--- src/rtl/wb_arbiter_if.sv ---
// Single Wishbone-style bus segment. One instance per master link and one for
// the shared slave link. The slave link's err wire is left unused by the arbiter.
interface wb_arbiter_if;
  logic        cyc;
  logic        stb;
  logic        we;
  logic [15:0] adr;
  logic [15:0] wdata;
  logic [3:0]  sel;
  logic [15:0] rdata;
  logic        akn;
  logic        err;

  // Initiator view: drives the request, receives data/ack.
  modport master (
    output cyc, stb, we, adr, wdata, sel,
    input  rdata, akn
  );

  // Target view: receives the request, returns data/ack/err.
  modport slave (
    input  cyc, stb, we, adr, wdata, sel,
    output rdata, akn, err
  );
endinterface

--- src/rtl/wb_arbiter.sv ---
// Two-master, one-slave Wishbone arbiter with round-robin tie break, bus lock
// while the granted master holds cyc, and a stall watchdog that aborts with err.
module wb_arbiter #(
  parameter int unsigned TIMEOUT = 15
) (
  input logic          clk,
  input logic          rst,
  wb_arbiter_if.slave  m0,
  wb_arbiter_if.slave  m1,
  wb_arbiter_if.master s
);

  typedef enum logic [1:0] {StIdle, StBusy0, StBusy1} state_e;

  localparam logic [7:0] WdogLast = 8'(TIMEOUT - 1);

  state_e     state_q, state_d;
  logic       last_grant_q, last_grant_d;
  logic [7:0] wdog_q, wdog_d;

  logic req0, req1;
  assign req0 = m0.cyc & m0.stb;
  assign req1 = m1.cyc & m1.stb;

  // Granted-master view, selected by the current busy state.
  logic        g_cyc, g_stb, g_we;
  logic [15:0] g_adr, g_wdata;
  logic [3:0]  g_sel;
  logic        g_err;

  // State, arbitration history and watchdog registers.
  always_ff @(posedge clk) begin
    if (!rst) begin
      state_q      <= StIdle;
      last_grant_q <= 1'b1;
      wdog_q       <= '0;
    end else begin
      state_q      <= state_d;
      last_grant_q <= last_grant_d;
      wdog_q       <= wdog_d;
    end
  end

  // Next-state, watchdog and bus routing.
  always_comb begin
    state_d      = state_q;
    last_grant_d = last_grant_q;
    wdog_d       = '0;
    g_err        = 1'b0;

    s.cyc   = 1'b0;
    s.stb   = 1'b0;
    s.we    = 1'b0;
    s.adr   = '0;
    s.wdata = '0;
    s.sel   = '0;
    m0.rdata = '0;
    m0.akn   = 1'b0;
    m0.err   = 1'b0;
    m1.rdata = '0;
    m1.akn   = 1'b0;
    m1.err   = 1'b0;

    if (state_q == StBusy1) begin
      g_cyc   = m1.cyc;
      g_stb   = m1.stb;
      g_we    = m1.we;
      g_adr   = m1.adr;
      g_wdata = m1.wdata;
      g_sel   = m1.sel;
    end else begin
      g_cyc   = m0.cyc;
      g_stb   = m0.stb;
      g_we    = m0.we;
      g_adr   = m0.adr;
      g_wdata = m0.wdata;
      g_sel   = m0.sel;
    end

    unique case (state_q)
      StIdle: begin
        // m0 wins when alone or when m1 had the previous grant.
        if (req0 && (!req1 || last_grant_q)) begin
          state_d      = StBusy0;
          last_grant_d = 1'b0;
        end else if (req1) begin
          state_d      = StBusy1;
          last_grant_d = 1'b1;
        end
      end
      StBusy0, StBusy1: begin
        s.cyc   = g_cyc;
        s.stb   = g_stb;
        s.we    = g_we;
        s.adr   = g_adr;
        s.wdata = g_wdata;
        s.sel   = g_sel;

        // Ack beats the timeout on the same cycle.
        if (s.akn || !g_stb) begin
          wdog_d = '0;
        end else if (wdog_q == WdogLast) begin
          g_err   = 1'b1;
          state_d = StIdle;
        end else begin
          wdog_d = wdog_q + 8'd1;
        end

        if (!g_cyc) begin
          state_d = StIdle;
        end

        if (state_q == StBusy1) begin
          m1.rdata = s.rdata;
          m1.akn   = s.akn;
          m1.err   = g_err;
        end else begin
          m0.rdata = s.rdata;
          m0.akn   = s.akn;
          m0.err   = g_err;
        end
      end
      default: state_d = StIdle;
    endcase
  end

endmodule

--- src/flat_wrapper.sv ---
// flat-port wrapper written by rule: the top's interface ports become plain ports
module wb_arbiter_flat 
#(
  parameter int unsigned TIMEOUT = 15
)
  (clk, rst, m0_cyc, m0_stb, m0_we, m0_adr, m0_wdata, m0_sel, m0_rdata, m0_akn, m0_err, m1_cyc, m1_stb, m1_we, m1_adr, m1_wdata, m1_sel, m1_rdata, m1_akn, m1_err, s_cyc, s_stb, s_we, s_adr, s_wdata, s_sel, s_rdata, s_akn);
  wb_arbiter_if m0_i ();
  wb_arbiter_if m1_i ();
  wb_arbiter_if s_i ();
  input logic clk;
  input logic rst;
  input wire logic [$bits(m0_i.cyc)-1:0] m0_cyc;
  input wire logic [$bits(m0_i.stb)-1:0] m0_stb;
  input wire logic [$bits(m0_i.we)-1:0] m0_we;
  input wire logic [$bits(m0_i.adr)-1:0] m0_adr;
  input wire logic [$bits(m0_i.wdata)-1:0] m0_wdata;
  input wire logic [$bits(m0_i.sel)-1:0] m0_sel;
  output wire logic [$bits(m0_i.rdata)-1:0] m0_rdata;
  output wire logic [$bits(m0_i.akn)-1:0] m0_akn;
  output wire logic [$bits(m0_i.err)-1:0] m0_err;
  input wire logic [$bits(m1_i.cyc)-1:0] m1_cyc;
  input wire logic [$bits(m1_i.stb)-1:0] m1_stb;
  input wire logic [$bits(m1_i.we)-1:0] m1_we;
  input wire logic [$bits(m1_i.adr)-1:0] m1_adr;
  input wire logic [$bits(m1_i.wdata)-1:0] m1_wdata;
  input wire logic [$bits(m1_i.sel)-1:0] m1_sel;
  output wire logic [$bits(m1_i.rdata)-1:0] m1_rdata;
  output wire logic [$bits(m1_i.akn)-1:0] m1_akn;
  output wire logic [$bits(m1_i.err)-1:0] m1_err;
  output wire logic [$bits(s_i.cyc)-1:0] s_cyc;
  output wire logic [$bits(s_i.stb)-1:0] s_stb;
  output wire logic [$bits(s_i.we)-1:0] s_we;
  output wire logic [$bits(s_i.adr)-1:0] s_adr;
  output wire logic [$bits(s_i.wdata)-1:0] s_wdata;
  output wire logic [$bits(s_i.sel)-1:0] s_sel;
  input wire logic [$bits(s_i.rdata)-1:0] s_rdata;
  input wire logic [$bits(s_i.akn)-1:0] s_akn;
  assign m0_i.cyc = m0_cyc;
  assign m0_i.stb = m0_stb;
  assign m0_i.we = m0_we;
  assign m0_i.adr = m0_adr;
  assign m0_i.wdata = m0_wdata;
  assign m0_i.sel = m0_sel;
  assign m0_rdata = m0_i.rdata;
  assign m0_akn = m0_i.akn;
  assign m0_err = m0_i.err;
  assign m1_i.cyc = m1_cyc;
  assign m1_i.stb = m1_stb;
  assign m1_i.we = m1_we;
  assign m1_i.adr = m1_adr;
  assign m1_i.wdata = m1_wdata;
  assign m1_i.sel = m1_sel;
  assign m1_rdata = m1_i.rdata;
  assign m1_akn = m1_i.akn;
  assign m1_err = m1_i.err;
  assign s_cyc = s_i.cyc;
  assign s_stb = s_i.stb;
  assign s_we = s_i.we;
  assign s_adr = s_i.adr;
  assign s_wdata = s_i.wdata;
  assign s_sel = s_i.sel;
  assign s_i.rdata = s_rdata;
  assign s_i.akn = s_akn;
  wb_arbiter #(.TIMEOUT(TIMEOUT)) u_core (.clk(clk), .rst(rst), .m0(m0_i), .m1(m1_i), .s(s_i));
endmodule
--- config.mk ---
export PLATFORM = sky130hd
export DESIGN_NAME = wb_arbiter_flat
export DESIGN_NICKNAME = d
export VERILOG_FILES = /design/src/rtl/wb_arbiter_if.sv /design/src/rtl/wb_arbiter.sv /design/src/flat_wrapper.sv
export SDC_FILE = /design/constraint.sdc
export NUM_CORES = 1
export LEC_CHECK = 0
export BUFFER_PORTS_ARGS = -buffer_cell sky130_fd_sc_hd__buf_4
export CAP_MARGIN = 25
export CORE_UTILIZATION = 34
export DETAILED_ROUTE_END_ITERATION = 12
export PLACE_DENSITY_LB_ADDON = 0.2
export SKIP_LAST_GASP = 1
export SYNTH_ARGS = -nofsm -noshare
export SYNTH_HDL_FRONTEND = slang
export SYNTH_SLANG_ARGS = --single-unit
export TNS_END_PERCENT = 30
--- constraint.sdc ---
create_clock -name clk -period 2.3 [get_ports clk]
set_input_delay 0.345 -clock clk [delete_from_list [all_inputs] [get_ports clk]]
set_output_delay 0.345 -clock clk [all_outputs]
set_load 0.02 [all_outputs]
==> Yosys cells after proc, flatten, opt, wreduce, memory -nomap -nowiden <==
Cells that the tools add are included.
{ "classes": {"eq_ne": 6, "n_mux": 34, "addsub": 1, "n_reduce_logical": 11, "bitwise": 4} }
{ "op_table": {"columns": ["cell", "n"], "rows": [
  ["$mux 16", 8],
  ["$mux 1", 18],
  ["$mux 2", 5],
  ["$add 8x1->8 const B", 1],
  ["$eq 8x4->1 const B", 1],
  ["$mux 4", 2],
  ["$ne 3x3->1 const B", 2],
  ["$pmux 2 s2", 1],
  ["$reduce_or 4->1", 1],
  ["$ne 3x1->1 const B", 1],
  ["$reduce_and 3->1", 1],
  ["$and 1x1->1", 2],
  ["$eq 2x1->1 const B", 1],
  ["$eq 2x2->1 const B", 1],
  ["$logic_not 1->1", 2],
  ["$logic_not 2->1", 1],
  ["$logic_or 1x1->1", 2],
  ["$not 1->1", 2],
  ["$reduce_and 2->1", 1],
  ["$reduce_bool 2->1", 1],
  ["$reduce_or 2->1", 1],
  ["$logic_and 1x1->1", 1]
]} }
{ "word_totals": {"in_bits": 97, "ff_bits": 11} }

==> Longest topological paths before layout <==
{ "logic_depth": {"word_depth": 7, "depth_mapped": 6, "ltp_nobuf": 6} }

==> Worst setup path after synthesis <==
OpenSTA, ideal clock, no wires.
{ "synth_timing": {"kind": "reg-to-output", "from": "register u_core.state_q[1]", "to": "output s_adr[13]", "setup_slack_ns": 0.437, "arrival_time_ns": 1.518, "stages_incl_launch_ff": 6, "path_buffers": 2, "path_cell_list": "dfxtp_1 > inv_1 > ha_1 > clkbuf_1 > clkbuf_1 > nor2b_1"} }
{ "synth_via": {"elab_chain_cells": 3, "elab_cells_between_ends": 5, "classes_between": "eq/ne: 2; mux: 2; reduce/logical: 1"} }
{ "synth_lines": {"columns": ["element", "line", "rtl"], "rows": [
  ["start: declaration", "wb_arbiter.sv:17", "state_e state_q, state_d;"],
  ["start signal: assignment", "wb_arbiter.sv:34", "state_q <= StIdle;"],
  ["start signal: assignment", "wb_arbiter.sv:38", "state_q <= state_d;"],
  ["$eq 2x2->1 or $eq 2x1->1 (tied branches)", "wb_arbiter.sv:64, wb_arbiter.sv:80", null],
  ["$mux 16 or $reduce_or 2->1 (tied branches)", "wb_arbiter.sv:64, wb_arbiter.sv:80", null],
  ["$mux 16 *", "wb_arbiter.sv:80", "unique case (state_q)"],
  ["end: declaration", "flat_wrapper.sv:33", "output wire logic [$bits(s_i.adr)-1:0] s_adr;"]
]} }
Every way passes the cells marked *; elsewhere a longest branch is shown, timed or not.

==> Final worst setup path <==
{ "layout_timing": {"from": "register u_core.state_q[0]", "to": "output m1_err"} }
{ "layout_via": {"elab_chain_cells": 7, "elab_cells_between_ends": 9, "classes_between": "eq/ne: 2; mux: 4; reduce/logical: 3"} }
{ "layout_lines": {"columns": ["element", "line", "rtl"], "rows": [
  ["$eq 2x2->1", "wb_arbiter.sv:64, wb_arbiter.sv:80, wb_arbiter.sv:113", null],
  ["$mux 1", "wb_arbiter.sv:64", "if (state_q == StBusy1) begin"],
  ["$logic_not 1->1", "wb_arbiter.sv:100", "if (s.akn || !g_stb) begin"],
  ["$logic_or 1x1->1", "wb_arbiter.sv:100", null],
  ["$mux 1", "wb_arbiter.sv:100", null],
  ["$mux 1", "wb_arbiter.sv:113", "if (state_q == StBusy1) begin"],
  ["$mux 1 *", "wb_arbiter.sv:80", null],
  ["end: declaration", "flat_wrapper.sv:29", "output wire logic [$bits(m1_i.err)-1:0] m1_err;"]
]} }
Marked as above.

==> impl_metrics.toml <==
[outcome]
status = "completed"

[global_route]
grt_antenna_before_repair = 0
grt_pass1_vias = 1778
use_met2_pct = 42.9
busiest_layer = "met2"
grt_max_degree = 38
use_met1_pct = 23.1
grt_first_pass_wirelength_um = 7940
grt.met3_usage_pct = 8.33
grt_usage_pct = 22.8
overflow = 0

[power]
peakVddDrop_mv = 0.234
comb_power_share_pct = 68.5
p_int_uw = 756
finalPower_uw = 1260
p_leak_uw = 0.00143
p_switching_uw = 504
p_per_area_nw_per_um2 = 434
swShare_pct = 40.0
clockPowerShare_pct = 15.4
pwr-share-seq_pct = 16.1

[clock_tree]
cts-hold-fix-buffers = 0
cts.sinks = 11
clk_pin_slew_ns = 0.05
post_cts_resized = 0
postCtsSetupRepairBufs = 0
htreeDepth = 1
cts_tree = "yes"
cts_buffers = 3
clkLatencyLatePin_ns = 0.24
cts_buffer_depth = 2
cts-root-buf = "clkbuf_8"

[sta]
fin_ws_ns = 0.119
skew_ns = 0.00213
layout_min_cycle_time_ns = 2.18
slew_violations = 0
setup_viol = 0
worstMarginPinSlew_ns = 0.320
maxSlewHeadroom_pct = 78.1
post-route-period-util_pct = 94.8
hold_viol_final = 0
rsz0062_at_grt = "no"
max_freq_mhz = 458
finalSetupTns_ns = 0

[hold_path]
min_path_type = "in2reg"
hp-start = "rst"
min_to = "u_core.last_grant_q"
holdPathStages = 2

[finish]
nets = 458
instances_no_fill = 405
nFillCells = 363
layout_commonest_cell = "buf_4"
final_layout_size_suffix_gt1_share_pct = 53.5
multi_input_area_sq_um = 1210
final_area_sq_um = 2900
diodes = 0
seq_area_sq_um = 220
syn2layout_area_growth_pct = 94.5
final_cell_mix = "buf_4 (174), nor2b_1 (39), mux2i_1 (38)"

[critical_path]
critPathRequiredTime_ns = 1.96
cp-start-kind = "flip-flop"
path_class = "reg2out"
cp_slowest_cell = "nor4_4"
rr_worst_depth = 6
rr_endpoint = "u_core.state_q[1]"
cp_num_cells = 6
slowest_delay_ns = 0.39
path_max_fanout = 6
crit_arrival_ns = 1.84
reg2reg_slack_ns = 0.59
worst-path-buf-inv = 2
worstReg2RegStart = "u_core.state_q[0]"
critical_path.top_delay_family = "simple AND/OR/NAND/NOR gates"
path_cells = "inv_1 > ha_1 > mux2i_1 > nor4_4 > and3_2 > buf_4"
end_kind = "output port"

[synth]
synthAdderAreaFrac_pct = 4.19
synth-compound-area-share_pct = 3.60
syn_nets = 288
ys_seq_area_share_pct = 14.8
postSynthAreaPerCell_sq_um = 8.03
synth_area_sq_um = 1490
synth-simple-area-share_pct = 43.3
netlist-cell-type-count = 31
synth_top_family_by_area = "simple AND/OR/NAND/NOR gates"
synth_warnings = 0
synthMuxAreaShare_pct = 26.2
synth-seq-cells = 11
synth_xor_area_share_pct = 3.52
syn_inst = 186

[routing]
drtIter0Drc = 90
drc = 0
dr.pass1.iters = 4
post_drt_via_cell_ratio = 4.75
vias = 1922
routedWlPerCell_um = 14.1
routed_wl_um = 5730
ant_nets = 0

[floorplanning]
pin_count = 172
fp-row-count = 23
die_w_um = 68.3
die_h_um = 68.3
initial_core_util_pct = 36.3
die_area_sq_um = 4660
core_sq_um = 4120

[placed_design]
dp_slack_ns = 0.405
io_buffers = 171
gp_congestion = 0.804
placed_area_sq_um = 2860
placedCellCount = 401
dpl.hpwl_um = 4910

[run]
cap_violations = 0
==> power groups by stage <==
stage | clock network (uW) | logic (uW) | registers [uW]
2_1_floorplan | 0 | 460 | 205
4_1_cts | 200 | 872 | 202
5_1_grt | 208 | 923 | 203
3_3_place_gp | 0 | 858 | 205
3_5_place_dp | 0 | 869 | 206
6_report | 194 | 862 | 203
==> routing by layer <==
layer	share of wire, %	vias to the layer above	routed length (um)
li1	-	966	-
met1	34	861	1960
met2	55	88	3160
met3	9.4	7	538
met4	1.2	0	69
met5	0	-	0
==> worst reg2reg max path, stage by stage (launching register included) <==
cell and delay [ns]:
dfxtp_1 0.32, inv_1 0.12, ha_1 0.21, mux2i_1 0.35, nor4_4 0.11, o32a_2 0.34, a211oi_2 0.18
==> cells in the mapped netlist <==
cell type / n / share of area [%]
nand3_1: 2 / 0.67
o2111ai_1: 1 / 0.59
nor3_1: 1 / 0.33
inv_1: 5 / 1.3
mux2i_1: 38 / 25
a211oi_2: 1 / 0.84
nand4b_1: 1 / 0.59
mux2_2: 1 / 0.75
or2_2: 1 / 0.42
clkbuf_1: 7 / 1.8
nand2_1: 5 / 1.3
a31oi_1: 1 / 0.42
dfxtp_1: 11 / 15
and2_2: 1 / 0.50
xor2_1: 5 / 2.9
and3_2: 2 / 1.0
ha_1: 5 / 4.2
xnor2_1: 1 / 0.59
o21ai_0: 1 / 0.33
nand4b_2: 1 / 1.0
buf_2: 4 / 1.3
o32a_2: 1 / 0.75
or3_4: 1 / 0.75
nor4_4: 1 / 1.4
o211a_1: 1 / 0.67
or4_1: 1 / 0.50
and2_1: 35 / 15
nor2_1: 8 / 2.0
nor2b_1: 39 / 16
nand4_1: 3 / 1.3
and4_1: 1 / 0.59
==> stage by stage <==
| step | utilization, % | hold WS, ns |
|---|---|---|
| after detailed placement | 69.4 | 0.477 |
| after global routing | 70.5 | 0.355 |
| final | 70.5 | 0.340 |
| after global placement | 69.4 | 0.455 |
| after floorplan | - | 0.421 |
| after CTS | 70.5 | 0.335 |
==> logic make-up after synthesis <==
| kind of cell | count (synthesis) |
|---|---|
| muxes | 39 |
| DFF | 11 |
| AOI/OAI and AO/OA | 6 |
| adders and majority gates | 5 |
| xor gates and xnor gates | 6 |
| buffers and inverters | 16 |
| and+or+nand+nor | 103 |
==> state kept, by name (all words and copies together) (netlist names) <==
| name | count |
|---|---|
| u_core.wdog_q | 8 |
| u_core.last_grant_q | 1 |
| u_core.state_q | 2 |
==> how the worst max path moves through the flow <==
stage,to,startpoint
after floorplan,s_adr[13],u_core.state_q[1]
after global placement,s_wdata[3],u_core.state_q[0]
after detailed placement,m1_err,u_core.state_q[0]
after CTS,m1_err,u_core.state_q[0]
after global routing,m1_err,u_core.state_q[0]
final,m1_err,u_core.state_q[0]
==> layout make-up <==
class                           count  share of cell area, %
Timing Repair Buffer              176                   46.4
Sequential cell                    11                   7.59
Tap cell                           50                   2.16
Multi-Input combinational cell    159                   41.7
Clock buffer                        4                   1.55
Inverter                            5                  0.647
No activity file was read; power rests on OpenSTA's default activity.
